<file path="config.mk">
export PLATFORM = sky130hd
export DESIGN_NAME = ft_pkt_parser
export DESIGN_NICKNAME = d
export VERILOG_FILES = /design/src/rtl/ft_pkt_pkg.sv /design/src/rtl/ft_pkt_buf.sv /design/src/rtl/ft_pkt_parser.sv
export SDC_FILE = /design/constraint.sdc
export NUM_CORES = 1
export LEC_CHECK = 0
export BUFFER_PORTS_ARGS = -buffer_cell sky130_fd_sc_hd__buf_2
export CORE_ASPECT_RATIO = 0.5
export CORE_MARGIN = 5
export CORE_UTILIZATION = 40
export CTS_BUF_LIST = sky130_fd_sc_hd__clkbuf_2 sky130_fd_sc_hd__clkbuf_4 sky130_fd_sc_hd__clkbuf_8
export DETAILED_ROUTE_END_ITERATION = 12
export SLEW_MARGIN = 20
export SYNTH_ARGS = -nofsm -noshare
export SYNTH_HDL_FRONTEND = slang
export SYNTH_SLANG_ARGS = --single-unit
export TNS_END_PERCENT = 10
</file>
<file path="constraint.sdc">
create_clock -name clk -period 6.6 [get_ports clk]
set_input_delay 1.32 -clock clk [delete_from_list [all_inputs] [get_ports clk]]
set_output_delay 1.32 -clock clk [all_outputs]
set_load 0.05 [all_outputs]
</file>
<file path="src/rtl/ft_pkt_pkg.sv">
// ft_pkt_pkg: shared FSM states, framing constants and helpers for the frame parser
package ft_pkt_pkg;
    typedef enum logic [2:0] {S_HUNT, S_ADDR, S_LEN, S_DATA, S_CHK, S_COMMIT} state_t;
    localparam logic [7:0] SYNC = 8'hA5;
    localparam int MAX_LEN_LIMIT = 16;
    function automatic logic [7:0] sat_inc(input logic [7:0] v);
        return v == 8'hFF ? v : v + 8'd1;
    endfunction
endpackage

</file>
<file path="src/rtl/ft_pkt_buf.sv">
// ft_pkt_buf: payload register file, one write port, one read port with registered read data
//   clk/reset_n : clock, sync active-low reset (clears rdata only)
//   we/waddr/wdata : write port
//   re/raddr/rdata : read port; rdata updates only when re, otherwise holds
module ft_pkt_buf #(
    parameter int DEPTH = 16,
    parameter int AW = 4
) (
    input  logic          clk,
    input  logic          reset_n,
    input  logic          we,
    input  logic [AW-1:0] waddr,
    input  logic [7:0]    wdata,
    input  logic          re,
    input  logic [AW-1:0] raddr,
    output logic [7:0]    rdata
);
    logic [7:0] mem [DEPTH];
    always_ff @(posedge clk)
        if (we) mem[waddr] <= wdata;
    always_ff @(posedge clk)
        if (!reset_n) rdata <= 8'd0;
        else if (re) rdata <= mem[raddr];
endmodule

</file>
<file path="src/rtl/ft_pkt_parser.sv">
// ft_pkt_parser: parses SYNC/ADDR/LEN/payload/CHK frames and replays payload as register writes
//   clk, reset_n (sync active-low); rx_data/rx_valid in, rx_ready out
//   wr_en/wr_addr/wr_data register-write port; pkt_ok/pkt_err/ovr pulses; err_cnt saturating
//   FT_PKT_TIMEOUT_EN: when defined, abort a frame after TIMEOUT_CYCLES idle cycles
module ft_pkt_parser
    import ft_pkt_pkg::*;
#(
    parameter int MAX_LEN = MAX_LEN_LIMIT,
    parameter int TIMEOUT_CYCLES = 65535
) (
    input  logic       clk,
    input  logic       reset_n,
    input  logic [7:0] rx_data,
    input  logic       rx_valid,
    output logic       rx_ready,
    output logic       wr_en,
    output logic [7:0] wr_addr,
    output logic [7:0] wr_data,
    output logic       pkt_ok,
    output logic       pkt_err,
    output logic       ovr,
    output logic [7:0] err_cnt
);
    localparam int AW = MAX_LEN > 1 ? $clog2(MAX_LEN) : 1;
    state_t state;
    logic [7:0] addr, len, sum, idx;
    logic acc, chk_ok, last, rd_en, timeout;
    logic [AW-1:0] raddr;
    assign acc = rx_valid && rx_ready;
    assign chk_ok = rx_data == sum;
    assign last = idx == len - 8'd1;
    // Prefetch payload[0] on CHK acceptance so the first write lands the very next cycle
    assign rd_en = (state == S_CHK && acc && chk_ok && len != 8'd0) || (state == S_COMMIT && !last);
    assign raddr = state == S_COMMIT ? idx[AW-1:0] + AW'(1) : '0;
    // Dropped-byte flag must coincide with the offending strobe, so it is decoded from registered rx_ready
    assign ovr = rx_valid && !rx_ready;
`ifdef FT_PKT_TIMEOUT_EN
    localparam int TW = $clog2(TIMEOUT_CYCLES + 1);
    logic [TW-1:0] idle_cnt;
    logic in_frame;
    assign in_frame = state == S_ADDR || state == S_LEN || state == S_DATA || state == S_CHK;
    always_ff @(posedge clk)
        if (!reset_n || acc || !in_frame) idle_cnt <= '0;
        else idle_cnt <= idle_cnt + 1'b1;
    assign timeout = in_frame && !acc && idle_cnt == TW'(TIMEOUT_CYCLES - 1);
`else
    assign timeout = 1'b0;
`endif
    ft_pkt_buf #(.DEPTH(MAX_LEN), .AW(AW)) u_buf (
        .clk(clk),
        .reset_n(reset_n),
        .we(acc && state == S_DATA),
        .waddr(idx[AW-1:0]),
        .wdata(rx_data),
        .re(rd_en),
        .raddr(raddr),
        .rdata(wr_data)
    );
    always_ff @(posedge clk) begin
        if (!reset_n) begin
            state <= S_HUNT;
            rx_ready <= 1'b1;
            wr_en <= 1'b0;
            pkt_ok <= 1'b0;
            pkt_err <= 1'b0;
            wr_addr <= 8'd0;
            err_cnt <= 8'd0;
            addr <= 8'd0;
            len <= 8'd0;
            sum <= 8'd0;
            idx <= 8'd0;
        end else begin
            wr_en <= 1'b0;
            pkt_ok <= 1'b0;
            pkt_err <= 1'b0;
            if (timeout) begin
                pkt_err <= 1'b1;
                err_cnt <= sat_inc(err_cnt);
                state <= S_HUNT;
            end else begin
                case (state)
                    S_HUNT: if (acc && rx_data == SYNC) state <= S_ADDR;
                    S_ADDR: if (acc) begin
                        addr <= rx_data;
                        sum <= rx_data;
                        state <= S_LEN;
                    end
                    S_LEN: if (acc) begin
                        len <= rx_data;
                        sum <= sum + rx_data;
                        idx <= 8'd0;
                        if (rx_data > 8'(MAX_LEN)) begin
                            pkt_err <= 1'b1;
                            err_cnt <= sat_inc(err_cnt);
                            state <= S_HUNT;
                        end else state <= rx_data == 8'd0 ? S_CHK : S_DATA;
                    end
                    S_DATA: if (acc) begin
                        sum <= sum + rx_data;
                        idx <= idx + 8'd1;
                        if (last) state <= S_CHK;
                    end
                    S_CHK: if (acc) begin
                        if (!chk_ok) begin
                            pkt_err <= 1'b1;
                            err_cnt <= sat_inc(err_cnt);
                            state <= S_HUNT;
                        end else if (len == 8'd0) begin
                            pkt_ok <= 1'b1;
                            state <= S_HUNT;
                        end else begin
                            state <= S_COMMIT;
                            rx_ready <= 1'b0;
                            wr_en <= 1'b1;
                            wr_addr <= addr;
                            idx <= 8'd0;
                            pkt_ok <= len == 8'd1;
                        end
                    end
                    S_COMMIT: if (last) begin
                        state <= S_HUNT;
                        rx_ready <= 1'b1;
                    end else begin
                        wr_en <= 1'b1;
                        wr_addr <= wr_addr + 8'd1;
                        idx <= idx + 8'd1;
                        pkt_ok <= idx + 8'd2 == len;
                    end
                    default: state <= S_HUNT;
                endcase
            end
        end
    end
endmodule

</file>
# After elaboration in Yosys (flattened, before gate mapping)
# Memory sizes are Yosys's and may differ from the RTL's. A register that Yosys moved wholly into a read port is not among the register bits.
# Cells that the tools add are included.
[word_totals]
ram_bits = 128
latchBits = 0
elab_cells = 129
regBits = 55
n_memories = 1
mem_bits_ro = 0
output_inout_bits = 29
[memory_table]
columns = ["memory", "depth", "width", "rd", "rd_clocked_by_memory_dff", "write_ports", "line_no", "text"]
rows = [
  ["u_buf.mem", 16, 8, 1, 1, 1, "ft_pkt_buf.sv:18", "logic [7:0] mem [DEPTH];"],
]
[classes]
div = 0
n_mul = 0
n_shift = 0
eq_ne = 24
reduce_logical = 29
addsub = 7
bitwise_logic = 0
order_cmp = 1
n_mux = 56
[ops]
columns = ["op", "count"]
rows = [
  ["8-bit two-way mux", 17],
  ["8-bit case mux with 2 select lines", 3],
  ["3-bit two-way mux", 11],
  ["8-bit case mux with 4 select lines", 1],
  ["8-bit by 1-bit adder with 8-bit output (second input constant)", 3],
  ["8-bit equality test", 3],
  ["2-bit inequality test (second input constant)", 12],
  ["1-bit two-way mux", 18],
  ["3-bit case mux with 6 select lines", 1],
  ["8-bit equality test (second input constant)", 2],
  ["8-bit zero test", 2],
  ["5-bit AND reduction", 3],
  ["7-bit AND reduction", 2],
  ["8-bit by 2-bit adder with 8-bit output (second input constant)", 1],
  ["8-bit adder", 1],
  ["8-bit by 1-bit equality test with 1-bit output (second input constant)", 1],
  ["8-bit by 5-bit > comparator with 1-bit output (second input constant)", 1],
  ["1-bit logical AND", 8],
  ["1-bit case mux with 2 select lines", 4],
  ["8-bit nonzero test", 1],
  ["8-bit by 1-bit subtractor with 8-bit output (second input constant)", 1],
  ["3-bit by 2-bit equality test with 1-bit output (second input constant)", 2],
  ["3-bit equality test (second input constant)", 2],
  ["2-bit nonzero test", 3],
  ["other kinds (11)", 14],
]

# Longest topological paths before layout
[logic_depth]
depth_word = 5
depth_mapped = 12

# Modules after synthesis
# From an unflattened synthesis, not the netlist that was laid out.
[hier_totals]
cells_unflattened = 744
area_unflattened_um2 = 8803.4
[modules_own_cells]
columns = ["mod", "area_each_um2", "cells_per_inst", "instances"]
rows = [
  ["ft_pkt_buf", 5351.4, 318, 1],
  ["ft_pkt_parser", 3452.1, 426, 1],
]

# Worst setup path before layout
# Ideal clock, no wire load.
[synth_timing]
path_type = "input-to-output"
start = "input rx_valid"
end = "output ovr"
path_slack_ns = 3.253
arrival_ns = 2.027
cell_stages = 1
path_buffers = 0
path_cell_list = "nor2b_1"
[synth_between]
elab_chain_len = 1
[synth_lines]
columns = ["item", "line_no", "text"]
rows = [
  ["start, declared", "ft_pkt_parser.sv:14", "input logic rx_valid,"],
  ["1-bit logical AND", "ft_pkt_parser.sv:36", "assign ovr = rx_valid && !rx_ready;"],
  ["end, declared", "ft_pkt_parser.sv:21", "output logic ovr,"],
]
# No other way between the ends.

# Worst setup path after layout
[layout_timing]
start = "input rx_data[6]"
end = "register wr_addr[7]"
[layout_between]
elab_chain_len = 3
[layout_lines]
columns = ["item", "line_no", "text"]
rows = [
  ["start, declared", "ft_pkt_parser.sv:13", "input logic [7:0] rx_data,"],
  ["8-bit equality test", "ft_pkt_parser.sv:30", "assign chk_ok = rx_data == sum;"],
  ["2-bit inequality test (no line)", "-", ""],
  ["5-bit AND reduction (no line)", "-", ""],
  ["end signal, assigned", "ft_pkt_parser.sv:115", "wr_addr <= addr;"],
  ["end signal, assigned", "ft_pkt_parser.sv:125", "wr_addr <= wr_addr + 8'd1;"],
  ["end, declared", "ft_pkt_parser.sv:17", "output logic [7:0] wr_addr,"],
]
# No other way between the ends.
# A chain may end at the register's enable or synchronous reset.

==> results by group <==
Logic synthesis
  • Unique cell type count in the Yosys netlist: 67
  • Netlist Area Pre-Place: between 8000 and 9000 um2
  • Sequential-to-total area share from yosys stat: 0.5754
  • Post-Syn Area per Cell: 11.52 um2
  • Fraction of post-synthesis cell area in the top cell type by area: 0.4332
  • Share of async-settable or async-resettable flops after synthesis: 0
  • Most used DFF post-synth: sky130_fd_sc_hd__edfxtp_1
  • Number of flops mapped to enable cells by yosys: roughly 130
  • Main area contributors after synthesis: sky130_fd_sc_hd__edfxtp_1 43%, sky130_fd_sc_hd__dfxtp_1 14%, sky130_fd_sc_hd__mux2i_1 6.2%
  • Leading area contributor after synthesis: sky130_fd_sc_hd__edfxtp_1
  • Number of warning messages in the yosys log: 0
  • Number of standard cells after synthesis: between 700 and 800
  • Synth Register Bits: approximately 190
  • Net count of the mapped netlist: 798

Timing
  • Final period demand of the worst path: ~3.5 ns
  • Worst-margin pin slew: 0.9765 ns
  • Rel. slew slack: 0.3490
  • Total count of hold-check failures in the final report: 0
  • Unrepaired setup endpoints after global routing: no
  • Number of max-slew violations in the final report: 0
  • Smallest hold slack: 0.4863 ns
  • Worst clock skew: 0.01572 ns
  • Portion of the clock cycle consumed by the worst path in the final layout: 0.5360
  • Setup ws final: between 3 and 4 ns
  • Top achievable clock speed: 282.7 MHz
  • Total of endpoints with negative setup slack in the final report: 0
  • Total negative setup slack: 0 ns

Detailed routing
  • Antenna Nets Post-Route: 0
  • Post-Route WL: 20.97 mm
  • Number of design rule violations left after detail routing: 0
  • Post-detailed-route via-to-cell ratio: 5.521
  • Drt pass-1 iters: 5
  • Vias: 6112
  • Number of DRC markers in iteration 0: about 530
  • Routed length per instance: 18.94 um

Critical path
  • FF-to-FF setup slack: 3.06 ns
  • Critical Path Fanout Max: 32
  • Cell depth of the worst flop-to-flop path: 8
  • Worst R2R End: u_buf.rdata[0]
  • Critical path required time: 6.99 ns
  • CP Capture Type: flip-flop
  • Reg-to-reg startpoint: idx[0]
  • Category of the worst setup path launch point: input pin
  • Crit Path Class: input pin to flip-flop
  • Arrival time of data at the critical path endpoint: slightly below 4 ns

Pwr
  • Cell Pwr Density: 212.5 nW/um2
  • Peak supply drop: 0.1052 mV
  • Final Power: 2.070 mW
  • Reported leakage power: about 3.2 nW

Layout
  • Non-filler cells, final: 1107
  • Fin area: 9743 um2
  • Final-stage net count: 822
  • Antenna diode count: 0
  • Layout Utilization: 0.4484
  • Syn-to-layout area delta: 9.815%
  • Fraction of layout instances using a drive strength above 1: 0.1475

Worst hold path
  • Startpoint of the lowest-slack hold path: u_buf.rdata[3]
  • Hold path endpoint: u_buf.rdata[3]
  • Kind of path behind the tightest hold check: flip-flop to flip-flop
  • Instance count along the most critical hold path: 2

GRT
  • Gr usage total: 0.1705
  • Vias in the first global route: 5834
  • Leftover overflow at the end of global routing: 0
  • Largest net degree at the start of global routing: between 40 and 50
  • Initial antenna violation count: 1
  • Wire length of the first global-routing pass: 33.40 mm

Clock tree
  • Latest clock arrival within the worst-skew pair: 0.47 ns
  • CTS root buffer: sky130_fd_sc_hd__clkbuf_8
  • Clock transition at the registers of the reported paths: roughly 0.10 ns
  • Sink count of the clock tree: 191
  • H-tree depth: 4
  • Longest Clk Path Bufs: 2
  • Inserted Clock Buffers: 17
  • Post-CTS Hold Fix Bufs: 0
  • Buffers inserted by post-CTS timing repair: 0
  • Number of gates resized after cts: 0
  • CTS tree: done

Die
  • Core outline area: 21730 um2
  • Floorplan die width: 220.6 um
  • Row cnt: 38
  • Vertical die dimension: ~120 um
  • Die area: 25440 um2
  • Initial Utilization: 0.4083
  • Ports: 40

Place
  • Placer congestion estimate: 0.8434
  • Placed Area: roughly 9400 um2
  • Total instance count after detailed placement: ~1.1k
  • Count of input and output buffers: 39
  • DPL Wire Length: 13.59 mm
  • Place WS: 2.620 ns

Run status
  • Status: completed

Run
  • Max-capacitance violation count: 0
[layer usage]
| layer | vias up | track usage | part of all wire |
|---|---|---|---|
| met5 | - | 0 | 0 |
| met4 | 0 | 0.04666 | 0.010 |
| met3 | 19 | 0.02499 | 0.052 |
| met2 | 164 | 0.2727 | 0.46 |
| met1 | 3013 | 0.2455 | 0.48 |
| li1 | 2916 | - | - |
[area by class of cell]
type | instances | area, um2
fill | 2003 | 11990
sequential | 191 | 5106
multi-input combinational | 519 | 3530
tap | 300 | 375.4
timing repair buffer | 54 | 307.8
clock buffer | 17 | 234.0
clock inverter | 15 | 148.9
inverter | 11 | 41.29
[cells in the final DEF (no fill, tap or decap), drive strengths merged, types with 6 or more instances in the layout]
cell type,count
a21oi,48
buf,54
clkbuf,17
clkinv,8
dfxtp,63
edfxtp,128
ha,16
inv,16
mux2,9
mux2i,55
mux4,8
nand2,71
nand2b,6
nand3,30
nor2,65
nor2b,10
nor3,15
nor4,7
o21ai,37
o221ai,8
o22ai,19
or3,11
xnor2,16
xor2,12
[flip-flops by register name, indices dropped and copies added (netlist names)]
| register | cells |
|---|---|
| rx_ready | 1 |
| len | 8 |
| state | 3 |
| u_buf.mem | 128 |
| wr_addr | 8 |
| err_cnt | 8 |
| pkt_ok | 1 |
| wr_en | 1 |
| idx | 8 |
| sum | 8 |
| addr | 8 |
| pkt_err | 1 |
| u_buf.rdata | 8 |
[worst max-delay path, stage by stage]
cell	delay, ns
sky130_fd_sc_hd__buf_2	0.39
sky130_fd_sc_hd__ha_1	0.36
sky130_fd_sc_hd__nor4b_1	0.35
sky130_fd_sc_hd__and4_1	0.36
sky130_fd_sc_hd__nor2b_1	0.20
sky130_fd_sc_hd__and2_1	0.20
sky130_fd_sc_hd__a21oi_2	0.04
sky130_fd_sc_hd__buf_4	0.23
sky130_fd_sc_hd__or2_2	0.32
sky130_fd_sc_hd__a21oi_1	0.12
[cell families (layout without fill, tap and decap cells)]
logic type,Yosys count,count (layout),synth area share
XOR/XNOR,28,28,0.02764
adder cells (fa/ha/maj),17,17,0.02482
multiplexers,72,72,0.09378
AND/OR/NAND/NOR,248,248,0.1378
flip-flops,191,191,0.5754
buffers and inverters,60,97,0.02905
AO/OA/AOI/OAI,154,154,0.1116
[where the power goes]
part | internal, mW | leakage [nW] | total (mW) | switching [mW]
clock network | 0.310 | 0.198 | 0.752 | 0.441
logic | 0.00914 | 1.33 | 0.0456 | 0.0365
registers | 1.27 | 1.66 | 1.27 | 0.000265
[Yosys cell counts, types with 6 or more instances]
cell / n
sky130_fd_sc_hd__a21oi_1: 45
sky130_fd_sc_hd__nor2b_1: 10
sky130_fd_sc_hd__mux2_2: 9
sky130_fd_sc_hd__clkbuf_1: 29
sky130_fd_sc_hd__nand2_1: 71
sky130_fd_sc_hd__mux4_2: 8
sky130_fd_sc_hd__nor4_1: 6
sky130_fd_sc_hd__nand3_1: 30
sky130_fd_sc_hd__buf_2: 11
sky130_fd_sc_hd__xnor2_1: 16
sky130_fd_sc_hd__nor3_1: 15
sky130_fd_sc_hd__inv_1: 9
sky130_fd_sc_hd__dfxtp_1: 63
sky130_fd_sc_hd__edfxtp_1: 128
sky130_fd_sc_hd__ha_1: 16
sky130_fd_sc_hd__o22ai_1: 19
sky130_fd_sc_hd__or3_1: 11
sky130_fd_sc_hd__xor2_1: 12
sky130_fd_sc_hd__o21ai_0: 35
sky130_fd_sc_hd__nor2_1: 65
sky130_fd_sc_hd__mux2i_1: 55
sky130_fd_sc_hd__o221ai_1: 8
sky130_fd_sc_hd__nand2b_1: 6
[worst max-delay path by stage]
stage | startpoint | to | slack (ns)
4_1_cts | idx[0] | u_buf.rdata[7] | 3.04
5_1_grt | idx[0] | u_buf.rdata[3] | 2.75
3_5_place_dp | rx_data[6] | wr_addr[7] | 2.62
3_3_place_gp | rx_data[6] | wr_addr[7] | 2.68
6_report | rx_data[6] | wr_addr[7] | 3.06
2_1_floorplan | rx_valid | ovr | 3.25
Power figures use the tool's default switching activity.
